--- src/rtl/stream_mux_nx1.sv ---
// N-channel to 1 registered stream mux with fixed-select or round-robin grant.
// Optional out_parity output when STREAM_MUX_PARITY_EN is defined.

module stream_mux_nx1_lane #(
  parameter int WIDTH = 8,
  parameter int SEL_W = 2,
  parameter int IDX   = 0
) (
  input  logic             load,
  input  logic             gnt_vld,
  input  logic [SEL_W-1:0] gnt_idx,
  input  logic [WIDTH-1:0] data,
  output logic             ready,
  output logic [WIDTH-1:0] data_masked
);
  logic hit;

  assign hit         = gnt_vld && (gnt_idx == SEL_W'(IDX));
  assign ready       = load && hit;
  // Non-granted lanes contribute zero so the data mux reduces to an OR tree.
  assign data_masked = hit ? data : '0;
endmodule

module stream_mux_nx1 #(
  parameter int N_CH  = 4,
  parameter int WIDTH = 8,
  parameter int SEL_W = 2
) (
  input  logic                  clk,
  input  logic                  rst_n,
  input  logic [N_CH-1:0]       in_valid,
  input  logic [N_CH*WIDTH-1:0] in_data,
  output logic [N_CH-1:0]       in_ready,
  input  logic                  mode,
  input  logic [SEL_W-1:0]      sel,
  output logic                  out_valid,
  output logic [WIDTH-1:0]      out_data,
  output logic [SEL_W-1:0]      out_ch,
  input  logic                  out_ready
`ifdef STREAM_MUX_PARITY_EN
  ,
  output logic                  out_parity
`endif
);
  localparam int SEL_N = 1 << SEL_W;

  logic                        load;
  logic                        gnt_vld;
  logic [SEL_W-1:0]            gnt_idx;
  logic [WIDTH-1:0]            gnt_data;
  logic [N_CH-1:0][WIDTH-1:0]  masked;
  logic [SEL_N-1:0]            valid_pad;

  logic                        out_valid_q, out_valid_d;
  logic [WIDTH-1:0]            out_data_q, out_data_d;
  logic [SEL_W-1:0]            out_ch_q, out_ch_d;
  logic [SEL_W-1:0]            rr_ptr_q, rr_ptr_d;

  assign load      = !out_valid_q || out_ready;
  // Padding lets an out-of-range sel index a defined zero bit.
  assign valid_pad = SEL_N'(in_valid);

  always_comb begin
    logic [SEL_W:0] cand;
    gnt_vld = 1'b0;
    gnt_idx = '0;
    cand    = '0;
    if (!mode) begin
      if (({1'b0, sel} < (SEL_W+1)'(N_CH)) && valid_pad[sel]) begin
        gnt_vld = 1'b1;
        gnt_idx = sel;
      end
    end else begin
      // Scan starts one past the last winner and wraps modulo N_CH.
      for (int k = 1; k <= N_CH; k++) begin
        cand = {1'b0, rr_ptr_q} + (SEL_W+1)'(k);
        if (cand >= (SEL_W+1)'(N_CH))
          cand = cand - (SEL_W+1)'(N_CH);
        if (!gnt_vld && valid_pad[cand[SEL_W-1:0]]) begin
          gnt_vld = 1'b1;
          gnt_idx = cand[SEL_W-1:0];
        end
      end
    end
  end

  for (genvar i = 0; i < N_CH; i++) begin : g_lane
    stream_mux_nx1_lane #(
      .WIDTH (WIDTH),
      .SEL_W (SEL_W),
      .IDX   (i)
    ) u_lane (
      .load        (load),
      .gnt_vld     (gnt_vld),
      .gnt_idx     (gnt_idx),
      .data        (in_data[i*WIDTH +: WIDTH]),
      .ready       (in_ready[i]),
      .data_masked (masked[i])
    );
  end

  always_comb begin
    gnt_data = '0;
    for (int i = 0; i < N_CH; i++)
      gnt_data = gnt_data | masked[i];
  end

  always_comb begin
    out_valid_d = out_valid_q;
    out_data_d  = out_data_q;
    out_ch_d    = out_ch_q;
    rr_ptr_d    = rr_ptr_q;
    if (load) begin
      out_valid_d = gnt_vld;
      if (gnt_vld) begin
        out_data_d = gnt_data;
        out_ch_d   = gnt_idx;
        if (mode)
          rr_ptr_d = gnt_idx;
      end
    end
  end

  always_ff @(posedge clk or negedge rst_n) begin
    if (!rst_n) begin
      out_valid_q <= 1'b0;
      out_data_q  <= '0;
      out_ch_q    <= '0;
      rr_ptr_q    <= SEL_W'(N_CH - 1);
    end else begin
      out_valid_q <= out_valid_d;
      out_data_q  <= out_data_d;
      out_ch_q    <= out_ch_d;
      rr_ptr_q    <= rr_ptr_d;
    end
  end

  assign out_valid = out_valid_q;
  assign out_data  = out_data_q;
  assign out_ch    = out_ch_q;

`ifdef STREAM_MUX_PARITY_EN
  logic parity_q, parity_d;

  always_comb begin
    parity_d = parity_q;
    if (load && gnt_vld)
      parity_d = ^gnt_data;
  end

  always_ff @(posedge clk or negedge rst_n) begin
    if (!rst_n) parity_q <= 1'b0;
    else        parity_q <= parity_d;
  end

  assign out_parity = parity_q;
`endif
endmodule
--- config.mk ---
export PLATFORM = sky130hd
export DESIGN_NAME = stream_mux_nx1
export DESIGN_NICKNAME = d
export VERILOG_FILES = /design/src/rtl/stream_mux_nx1.sv
export SDC_FILE = /design/constraint.sdc
export NUM_CORES = 1
export LEC_CHECK = 0
export BUFFER_PORTS_ARGS = -buffer_cell sky130_fd_sc_hd__buf_2
export CORE_MARGIN = 4
export CORE_UTILIZATION = 44
export DETAILED_ROUTE_END_ITERATION = 8
export PLACE_DENSITY = 0.8
export SLEW_MARGIN = 15
export SYNTH_ARGS = -nofsm -noshare
export SYNTH_HDL_FRONTEND = slang
export SYNTH_SLANG_ARGS = --single-unit
--- constraint.sdc ---
create_clock -name clk -period 2.2 [get_ports clk]
set_clock_uncertainty 0.2 [all_clocks]
set_input_delay 0.22 -clock clk [delete_from_list [all_inputs] [get_ports clk]]
set_output_delay 0.22 -clock clk [all_outputs]
set_load 0.01 [all_outputs]
# Yosys cells after proc, flatten, opt, wreduce, memory -nomap -nowiden
# Index checks and enable logic that the tools add are counted.
# totals
in_bits	42
regBits	13
out_inout_bits	15
wordCells	83
# classes
bitwise	3
reduce_logical	19
magnitude_cmp	9
mux	37
addsub	8
eq_ne	3
# ops
op	n
two-way mux 8 bit	4
two-way mux 2 bit	14
bitwise OR 8 bit	3
less-than comparator 2 x 3 -> 1 bit (second input constant)	5
two-way mux 1 bit	14
greater-or-equal comparator 3 bit (second input constant)	4
logical AND 1 bit	11
binary-select mux 1 bit (select 2 bit)	5
subtractor 2 x 1 -> 2 bit (second input constant)	4
adder 2 x 2 -> 3 bit (second input constant)	2
== test 2 bit (second input constant)	2
zero test 1 bit	4
adder 2 x 1 -> 3 bit (second input constant)	1
adder 2 x 3 -> 3 bit (second input constant)	1
AND reduction 3 bit	1
== test 2 x 1 -> 1 bit (second input constant)	1
zero test 2 bit	1
AND reduction 2 bit	1
logical OR 1 bit	1

# Longest topological paths before layout
# Gate-level depths: netlist (run 1).
# logic_depth
word_depth	26
mapped_depth	8
depth_no_buf	5

# By module
# Synthesis (run 1) repeated with hierarchy kept, for this count alone.
# hier_totals
cells_unflattened	111
hier_area_um2	1179.9
# modules_own_cells
module	cells_each	area_per_inst_um2	instances	seq_area_each_um2
stream_mux_nx1	75	808.3	1	327.8
stream_mux_nx1_lane at g_lane[1].u_lane ...	9	90.1	2	0.0
stream_mux_nx1_lane at g_lane[0].u_lane	9	112.6	1	0.0
stream_mux_nx1_lane at g_lane[3].u_lane	9	78.8	1	0.0

# Worst setup path after synthesis (run 1)
# No wires, ideal clock.
# synth_path
path_type	register to output
start	register rr_ptr_q[1]
end	output in_ready[2]
path_stages_with_launch	9
required_time_ps	1780
arrival_time_ps	1607
path_buffers	3
path_slack_ps	173
path_cell_list	dfstp_2 -> buf_2 -> mux2i_1 -> a2bb2oi_1 -> a21oi_1 -> or2_1 -> buf_6 -> nor2_1 -> buf_4
# synth_via
elab_chain_cells	23
elab_cells_between_ends	50
cone_classes	8 x add/sub; 4 x order compare; 1 x eq/ne; 29 x mux; 8 x reduce/logical
# synth_lines
element	line_no	text
start, declared	57	logic [SEL_W-1:0] rr_ptr_q, rr_ptr_d;
start signal, assigned	129	rr_ptr_q <= SEL_W'(N_CH - 1);
start signal, assigned	134	rr_ptr_q <= rr_ptr_d;
adder 2 x 1 -> 3 bit	76	cand = {1'b0, rr_ptr_q} + (SEL_W+1)'(k);
greater-or-equal comparator 3 bit or subtractor 2 x 1 -> 2 bit (tied branches)	77, 78	
two-way mux 2 bit	77	if (cand >= (SEL_W+1)'(N_CH))
two-way mux 2 bit	68	if (!mode) begin
binary-select mux 1 bit (select 2 bit)	79	if (!gnt_vld && valid_pad[cand[SEL_W-1:0]]) begin
two-way mux 1 bit (implied by the code)	79	
two-way mux 1 bit	79	
two-way mux 1 bit	68	
[... 7 more ...]	--	
two-way mux 1 bit	68	
zero test 1 bit	79	
logical AND 1 bit	79	
two-way mux 2 bit	79	
two-way mux 2 bit	68	
== test 2 bit	18	assign hit = gnt_vld && (gnt_idx == SEL_W'(IDX));
logical AND 1 bit *	18	
logical AND 1 bit *	19	assign ready = load && hit;
end, declared	33	output logic [N_CH-1:0] in_ready,
# Mark *: on every way between the ends. The rest lies on a longest branch, timed or not. The select of a mux whose other input is x is not followed.

# Worst setup path after layout (run 1)
# layout_path
start	register rr_ptr_q[0]
end	output in_ready[0]
# layout_via
elab_chain_cells	23
elab_cells_between_ends	50
cone_classes	8 x add/sub; 4 x order compare; 29 x mux; 9 x reduce/logical
# layout_lines
element	line_no
adder 2 x 1 -> 3 bit	76
greater-or-equal comparator 3 bit or subtractor 2 x 1 -> 2 bit (tied branches)	77, 78
two-way mux 2 bit	77
two-way mux 2 bit	68
binary-select mux 1 bit (select 2 bit)	79
two-way mux 1 bit (implied by the code)	79
two-way mux 1 bit	79
two-way mux 1 bit	68
[... 7 more ...]	--
two-way mux 1 bit	68
zero test 1 bit	79
logical AND 1 bit	79
two-way mux 2 bit	79
two-way mux 2 bit	68
zero test 2 bit	18
logical AND 1 bit *	18
logical AND 1 bit *	19
# Marks and branches as above.

==> results of run 1 <==
[worst reg2reg max path, delay by kind of cell (launching register included)]
family	cells	cell delay [ns]
multiplexers	1	0.25
AO/OA/AOI/OAI	4	0.83
flip-flops	1	0.60
buffers and inverters	1	0.14
[sequential cells by signal (all words and copies together), names as in the netlist]
name       cells
out_ch         2
out_data       8
out_valid      1
rr_ptr_q       2
[repair_timing]
action / 4_1_cts / 5_1_grt
hold endpoints to repair: 13 / 0
resized for setup: 5 / 12
buffers inserted: 5 / 6
hold buffers: 1 / 0
pin swaps: 4 / 6
setup endpoints to repair: 4 / 10
[final cells by class]
class / count / area (um2)
clock buffers: 4 / 26.28
multi-input cells: 83 / 686.9
well taps: 28 / 35.03
flip-flops and latches: 13 / 327.8
inverters: 4 / 15.01
repair buffers: 76 / 452.9
fillers: 167 / 689.4
[cells by family after synthesis]
family / share of synthesized area, %
muxes: 19.49
buffers and inverters: 7.385
and+or+nand+nor: 16.95
DFF: 31.72
AOI/OAI and AO/OA: 24.46
[power groups by stage]
stage / combinational, mW / sequential (mW) / clock (mW)
global route: 0.599 / 0.368 / 0.172
CTS: 0.490 / 0.354 / 0.155
finish: 0.557 / 0.361 / 0.149
floorplan: 0.264 / 0.376 / 0
detailed placement: 0.451 / 0.358 / 0
global placement: 0.438 / 0.355 / 0
[synthesized netlist by cell type, types with 2 or more instances]
master,number
nor2b_1,10
nor2_1,10
a21oi_1,4
a21o_1,2
nand2b_1,2
mux2i_1,19
buf_4,4
inv_1,4
o221ai_2,7
nand3_1,3
a2bb2oi_1,2
buf_2,4
dfstp_2,2
nand2_1,11
dfrtp_1,11
[metal layers]
metal,vias up,GRT usage (%),wire length [um]
met3,2,2.989,130
met4,0,5.085,10
li1,537,-,-
met1,527,24.93,1364
met5,-,0,0
met2,27,34.49,1729
[path summary, 6_finish.rpt]
path,from,end,cells after the start
min reg2reg,out_ch[0],out_ch[0],2
max,rr_ptr_q[0],in_ready[0],6
min in group asynchronous,rst_n,out_data[7],2
max in group asynchronous,rst_n,rr_ptr_q[1],2
min,in_data[30],out_data[6],3
max reg2reg,rr_ptr_q[1],out_data[4],6
[metrics by stage]
step | hold WS, ns | worst slack (ns) | cell area (um2) | std cells | util, %
finish | 0.06256 | -0.001714 | 1544 | 208 | 69.13
global route | 0.06609 | -0.07535 | 1544 | 208 | 69.13
global placement | -0.07912 | 0.1310 | 1353 | 192 | 60.56
floorplan | -0.2756 | 0.1731 | 1033 | 109 | -
detailed placement | -0.07386 | 0.1391 | 1353 | 192 | 60.56
CTS | 0.06082 | -0.0006444 | 1448 | 202 | 64.82
==> summary.md, run 1 <==
| Metric | Value |
|---|---|
| Status | `finished, violations left` |
| Failing checks | `setup timing` |
| Total gr overflow | `0` |
| Vias post-DR | `roughly 1100` |
| Largest cells by area after synthesis | `dfrtp_1, mux2i_1, o221ai_2` |
| Worst setup path class | `reg -> out` |
| Ys async rst share | `100.0%` |
| Sequential power share | `approximately 34%` |
| Pwr Density | `around 690 nW/um2` |
| Largest net degree at the start of global routing | `14` |
| Root buffer cell | `clkbuf_4` |
| DRT iter0 DRCs | `29` |
| Total of max-cap violations | `0` |
| First-pass GRT wire length | `5050 um` |
| Final setup TNS | `-0.001714 ns` |
| Critical Path AT | `approximately 1.8 ns` |
| P&R area growth vs syn | `49.39%` |
| EDFF count, synth | `0` |
| Yosys top cell area share | `between 20% and 30%` |
| Internal power | `around 0.67 mW` |
| Num rows | `17` |
| CP Cell Sequence | `mux2i_2 > a2bb2oi_2 > a21oi_2 > or2_4 > nor2_1 > buf_2` |
| Die W | `between 50 and 60 um` |
| Detailed-route DRC error count | `0` |
| Net Sw Power | `0.3985 mW` |
| Worst Hold Class | `in -> reg` |
| Synth Register Bits | `13` |
| First-pass DRT Iterations | `4` |
| Critical path's largest stage delay | `approximately 0.62 ns` |
| Leak pwr | `roughly 0.78 nW` |
| Sw Share | `37.35%` |
| Top delay family on crit path | `flip-flops` |
| Peak VDD IR | `about 0.49 mV` |
| Worst Setup End Kind | `output port` |
| Combinational fraction of design power | `between 50 and 60%` |
| Syn nets | `between 150 and 200` |
| Overall power | `~1.1 mW` |
| Cell Area, Synth | `1033 um2` |
| CTS tree | `yes` |
| CP max stage cell | `dfstp_2` |
| Clk buf depth | `2` |
| Synth unique cells | `29` |
| Boundary Pins | `57` |
| Layout cells sized above 1 | `approximately 58%` |
| Period utilization | `100.1%` |
| Post-Syn Instances | `between 100 and 150` |
| DP HPWL | `roughly 2400 um` |
| GR Util All Layers | `19.69%` |
| Port buffer count | `between 50 and 60` |
| Sequential fraction of the synthesis area | `a little under a third` |
| ANT cells | `0` |
| Routed len/inst | `15.55 um` |
| Post-layout min period | `between 2 and 2.5 ns` |
| Num CTS Buffers | `3` |
| Die area | `about 3200 um2` |
| CP bufs+invs | `1` |
| Final setup viols | `1` |
| Die Height | `between 50 and 60 um` |
| Vias in the first global route | `~1100` |
| RSZ-0062 raised after global routing | `yes` |
| Vias per inst | `5.255` |
| Num Clock Sinks | `13` |
| Fmax | `454.2 MHz` |
| Final worst slack | `-0.001714 ns` |
| Most common cell after layout, fill and taps aside | `buf_2` |
| R2r setup slk | `approximately 0.06 ns` |
| Yosys warnings | `0` |
| Initial antenna violation count | `0` |
| Required time worst endpoint | `approximately 1.8 ns` |
| Ys flop type | `dfrtp_1` |
| Cell accounting for the most synthesized area | `dfrtp_1` |
| Slew Viols, Final | `0` |
| Clk pin slew, worst setup/hold paths | `approximately 0.080 ns` |
| Final nets | `approximately 220` |
| Worst Tran Pin Value | `0.3517 ns` |
| Setup crit start kind | `flop` |
| Largest fanout on the critical path | `7` |
| Final ANT Viol Nets | `0` |
| Starting Density | `a little under half` |
| RD Place Congestion | `0.8118` |
| Core ar. | `around 2200 um2` |
| Max transition margin | `between 70 and 80%` |
| Routed wire length | `between 3000 and 4000 um` |
| Worst skew pair latency | `roughly 0.27 ns` |
| Clock network fraction of total power | `approximately 14%` |
| H-tree lvl count | `1` |
| Mean Syn Cell Area | `9.482 um2` |
| Most frequent cells in the layout | `buf_2, mux2i_1, buf_4` |
| Final Hold Vio Count | `0` |
Power figures use the tool's default switching activity.
==> run 2, diff against run 1 <==
Settings changed: GPL_TIMING_DRIVEN set to 0.
==> run 2 against run 1 <==
The flow still finishes with violations (setup timing). Critical path depth up 1. Maximum frequency is 5.6% lower. First-iteration DRC count is 31% lower. Via count up 6.1%. Register-to-register slack got worse by 0.09 ns. Routed wire length grew 12%. Count of clock-buffer cells in the layout is the same. Setup slack got worse by 0.13 ns. Non-clock buffer count grew 7. Critical endpoint unchanged. Largest cell class unchanged.
==> summary.md, run 2 (synthesis results as in run 1) <==
| Metric | Value |
|---|---|
| Post-Place Cells | `approximately 190` |
| Post-placement cell area | `1349 um2` |
| Layout cells sized above 1 | `about three fifths` |
| H-tree lvl count | `1` |
| ANT cells | `0` |
| Combinational fraction of design power | `a little under three fifths` |
| Overall power | `between 1 and 1.5 mW` |
| RSZ-0062 raised after global routing | `yes` |
| Total of max-cap violations | `0` |
| Post-route design area | `1669 um2` |
| Core ar. | `~2200 um2` |
| Critical Path AT | `1.91 ns` |
| CP Cell Sequence | `mux2i_1 > a2bb2oi_2 > a21oi_2 > or2_1 > buf_6 > nor2_4 > buf_6` |
| Final Hold Vio Count | `0` |
| Worst skew pair latency | `approximately 0.27 ns` |
| Period utilization | `106.1%` |
| First-pass DRT Iterations | `4` |
| Worst Setup End Kind | `output port` |
| Fmax | `428.6 MHz` |
| Top delay family on crit path | `flip-flops` |
| Final nets | `between 200 and 250` |
| Most common cell after layout, fill and taps aside | `buf_2` |
| Die Height | `approximately 56 um` |
| Num CTS Buffers | `3` |
| Final worst slack | `-0.1334 ns` |
| Total gr overflow | `0` |
| R2r setup slk | `-0.03 ns` |
| Fin cells | `~220` |
| Initial antenna violation count | `0` |
| WHS Path Cells | `3` |
| Largest fanout on the critical path | `5` |
| Num rows | `17` |
| Worst setup path class | `reg -> out` |
| Final setup viols | `5` |
| Num Clock Sinks | `13` |
| First-pass GRT wire length | `about 4900 um` |
| Most frequent CP cell | `buf_6` |
| GR Util All Layers | `roughly a fifth` |
| Vias post-DR | `1160` |
| Port buffer count | `between 50 and 60` |
| Routed len/inst | `about 17 um` |
| CP max stage cell | `dfstp_2` |
| Status | `finished, violations left` |
| Sequential power share | `approximately 31%` |
| Clk buf depth | `2` |
| Die W | `around 56 um` |
| Pwr Density | `between 600 and 700 nW/um2` |
| P&R area growth vs syn | `61.50%` |
| Largest net degree at the start of global routing | `14` |
| Fill count | `around 150` |
| Peak VDD IR | `around 0.56 mV` |
| Vias per inst | `5.395` |
| CTS tree | `yes` |
| Final ANT Viol Nets | `0` |
| Detailed-route DRC error count | `0` |
| Worst Hold Class | `in -> reg` |
| Failing checks | `setup timing` |
| R2R cell count | `7` |
| Clk pin slew, worst setup/hold paths | `0.08 ns` |
| Final core utilization | `74.73%` |
| Endpoint with the worst hold slack | `out_data[5]` |
| Critical path's largest stage delay | `0.61 ns` |
| Worst hold slack | `between 0.06 and 0.07 ns` |
| Routed wire length | `roughly 3600 um` |
| DRT iter0 DRCs | `20` |
| Most frequent cells in the layout | `buf_2, buf_4, mux2i_1` |
| Post-layout min period | `between 2 and 2.5 ns` |
| Final setup TNS | `-0.4316 ns` |
| Root buffer cell | `clkbuf_4` |
| DP HPWL | `approximately 2200 um` |
| Starting Density | `~46%` |
| Vias in the first global route | `about 1100` |
| Internal power | `0.7056 mW` |
| Clock network fraction of total power | `13.1%` |
| Worst Tran Pin Value | `between 0.4 and 0.5 ns` |
| Leak pwr | `~0.82 nW` |
| Setup crit start kind | `flop` |
| Max transition margin | `between 70% and 80%` |
| Max reg flops | `8` |
| Required time worst endpoint | `roughly 1.8 ns` |
| Slew Viols, Final | `0` |
| Sw Share | `38.12%` |
| HP Start | `in_data[13]` |
| Die area | `roughly 3200 um2` |
| CP bufs+invs | `2` |
| Boundary Pins | `57` |
| RR Endpoint | `out_data[4]` |
| RD Place Congestion | `0.8653` |
| Pre-CTS setup slack | `-0.1656 ns` |
| Net Sw Power | `approximately 0.43 mW` |
| Origin of the critical flop-to-flop path | `rr_ptr_q[1]` |
## run 2: cell types whose count changed in the layout (fill, tap and decap cells not counted), moves of 3 or more
cell	previous run	this run
buf_6	2	9
buf_4	16	20
nor2_4	0	4
buf_2	56	53
nor2_1	9	6
## run 2: how the worst max path moves through the flow
stage | from | end | slack [ns] | cells past startpoint
after floorplan | rr_ptr_q[1] | in_ready[2] | 0.17 | 8
after global placement | in_valid[1] | in_ready[0] | -0.13 | 9
after detailed placement | in_valid[1] | in_ready[2] | -0.17 | 9
after CTS | rr_ptr_q[1] | in_ready[2] | -0.06 | 7
after global routing | rr_ptr_q[1] | in_ready[0] | -0.17 | 7
final | rr_ptr_q[1] | in_ready[0] | -0.13 | 7
## run 2: tightest hold or removal path, cell delays in order
cell,delay (ns)
buf_2,0.07
mux2i_1,0.07
o221ai_2,0.14
## run 2: timing repair
item,in CTS,in global routing
buffers inserted,11,11
pin swaps,5,13
setup endpoints to repair,4,12
hold buffers,1,0
resized for setup,18,18
hold endpoints to repair,13,0
## run 2: area by class of cell
class	instances	area, um2	share of cell area, %
Timing Repair Buffer	79	491.7	29.46
Buffer	4	35.03	2.099
Multi-Input combinational cell	83	738.2	44.23
Clock buffer	4	26.28	1.574
Tap cell	28	35.03	2.099
Sequential cell	13	327.8	19.64
Inverter	4	15.01	0.8996
## run 2: power groups by stage
stage / clock (mW) / combinational [mW] / sequential (mW)
floorplan: 0 / 0.264 / 0.376
global placement: 0 / 0.439 / 0.346
detailed placement: 0 / 0.454 / 0.349
CTS: 0.155 / 0.526 / 0.353
global route: 0.165 / 0.674 / 0.364
finish: 0.149 / 0.637 / 0.354
## run 2: metal layers
| layer | vias to the layer above | track usage [%] | part of all wire (%) |
|---|---|---|---|
| met4 | 0 | 6.102 | 2.6 |
| met2 | 36 | 36.63 | 54 |
| met5 | - | 0 | 0 |
| met1 | 564 | 21.75 | 38 |
| li1 | 550 | - | - |
| met3 | 10 | 2.759 | 4.8 |
==> run 3, diff against run 2 <==
Settings changed: PLACE_DENSITY 0.8 to 0.79.
==> run 3 against run 2 <==
Die area unchanged. Flip-flop and latch count unchanged. Core utilization down 2.5 points. Clock power about the same. The run still ends with setup timing left. Maximum frequency up 3.2%. Routed wire length down 9.7%. Sequential share of layout area up 0.67 points. Cell count down 1.4%.
==> summary.md, run 3 (synthesis results as in run 1) <==
| Metric | Value |
|---|---|
| Status | `finished, violations left` |
| Failing checks | `setup timing` |
| Core ar. | `2233 um2` |
| Peak VDD IR | `0.4880 mV` |
| Die Height | `around 56 um` |
| Die area | `3188 um2` |
| WHS Path Cells | `3` |
| Max transition margin | `approximately three quarters` |
| First-pass GRT wire length | `slightly above 5000 um` |
| DP HPWL | `roughly 2400 um` |
| Post-layout min period | `~2.3 ns` |
| Port buffer count | `56` |
| P&R area growth vs syn | `56.17%` |
| Post-placement cell area | `roughly 1300 um2` |
| Critical Path AT | `about 1.8 ns` |
| Pre-CTS setup slack | `-0.2070 ns` |
| Worst Hold Class | `in -> reg` |
| Total of max-cap violations | `0` |
| Root buffer cell | `clkbuf_4` |
| Clk buf depth | `2` |
| Period utilization | `102.8%` |
| Num rows | `17` |
| Routed len/inst | `15.39 um` |
| Leak pwr | `between 0.8 and 0.9 nW` |
| Num Clock Sinks | `13` |
| Sw Share | `between 30% and 40%` |
| R2R cell count | `8` |
| DRT iter0 DRCs | `17` |
| Largest net degree at the start of global routing | `14` |
| GR Util All Layers | `about 21%` |
| Final setup viols | `2` |
| Internal power | `between 0.6 and 0.7 mW` |
| Final nets | `~230` |
| Worst Tran Pin Value | `0.3796 ns` |
| Required time worst endpoint | `~1.8 ns` |
| Setup crit start kind | `flop` |
| Final core utilization | `72.27%` |
| RD Place Congestion | `~0.84` |
| Worst Setup End Kind | `output port` |
| RSZ-0062 raised after global routing | `yes` |
| Slew Viols, Final | `0` |
| Layout cells sized above 1 | `58.15%` |
| Clk pin slew, worst setup/hold paths | `0.08 ns` |
| Die W | `56.47 um` |
| H-tree lvl count | `1` |
| Initial antenna violation count | `0` |
| Fin cells | `around 210` |
| Combinational fraction of design power | `a little over half` |
| Detailed-route DRC error count | `0` |
| Worst setup path class | `reg -> out` |
| Largest fanout on the critical path | `6` |
| Net Sw Power | `roughly 0.4 mW` |
| ANT cells | `0` |
| Worst skew pair latency | `roughly 0.27 ns` |
| Fmax | `around 440 MHz` |
| First-pass DRT Iterations | `5` |
| Pwr Density | `680.8 nW/um2` |
| Vias post-DR | `approximately 1100` |
| Vias in the first global route | `~1100` |
| Sequential power share | `around a third` |
| Starting Density | `between 40% and 50%` |
| Post-route design area | `1614 um2` |
| Total gr overflow | `0` |
| Max reg flops | `8` |
| Final worst slack | `-0.06098 ns` |
| Final Hold Vio Count | `0` |
| Final ANT Viol Nets | `0` |
| Num CTS Buffers | `3` |
| Routed wire length | `3263 um` |
| Clock network fraction of total power | `13.3%` |
| CTS tree | `yes` |
| Most frequent cells in the layout | `buf_2, buf_4, mux2i_1` |
| Most common cell after layout, fill and taps aside | `buf_2` |
| Overall power | `1.099 mW` |
| Boundary Pins | `between 50 and 60` |
| Post-Place Cells | `slightly below 200` |
| Vias per inst | `approximately 5.4` |
## run 3: repair_timing
| item | 4_1_cts | 5_1_grt |
|---|---|---|
| pin swaps | 7 | 7 |
| hold endpoints to repair | 13 | 0 |
| resized for setup | 19 | 11 |
| setup endpoints to repair | 5 | 12 |
| hold buffers | 1 | 0 |
| setup buffers | 15 | 4 |
## run 3: layout make-up
cell class / instances / area, um2
flip-flops and latches: 13 / 327.8
multi-input cells: 83 / 709.4
plain buffers: 4 / 35.03
inverters: 4 / 15.01
repair buffers: 76 / 465.4
well taps: 28 / 35.03
fillers: 168 / 619.3
clock buffers: 4 / 26.28
## run 3: layer usage
metal	up-vias	track usage, %	share of wire, %
met5	-	0	0
met4	0	7.119	0.89
met3	4	2.759	5.1
met2	36	37.79	55
met1	554	24.19	39
li1	543	-	-
## run 3: critical path, cell delays in order, from the launching register on
cell	delay, ns
dfstp_2	0.59
mux2i_2	0.10
a2bb2oi_2	0.21
a21oi_2	0.10
or2_1	0.23
buf_6	0.14
nor2_4	0.10
buf_6	0.10
## run 3: final timing paths
path                             start          end  slack, ns
max                        rr_ptr_q[0]  in_ready[0]      -0.06
min                        in_data[14]  out_data[6]       0.07
max reg2reg                rr_ptr_q[0]  out_data[1]       0.07
min reg2reg                out_data[1]  out_data[1]       0.29
max in group asynchronous        rst_n  rr_ptr_q[1]       1.35
min in group asynchronous        rst_n  out_data[0]       0.16
## run 3: power by group through the flow
stage / registers [mW] / clock network (mW) / logic [mW]
global placement: 0.346 / 0 / 0.440
global route: 0.364 / 0.166 / 0.641
floorplan: 0.376 / 0 / 0.264
finish: 0.355 / 0.146 / 0.598
CTS: 0.351 / 0.153 / 0.553
detailed placement: 0.350 / 0 / 0.456
## run 3: per-stage QoR
step | TNS, ns | hold slack [ns]
final | -0.1103 | 0.06946
after global routing | -0.4742 | 0.07333
after CTS | -0.1545 | 0.06117
after detailed placement | -0.6642 | -0.07784
after global placement | -0.4822 | -0.08133
after floorplan | 0 | -0.2756
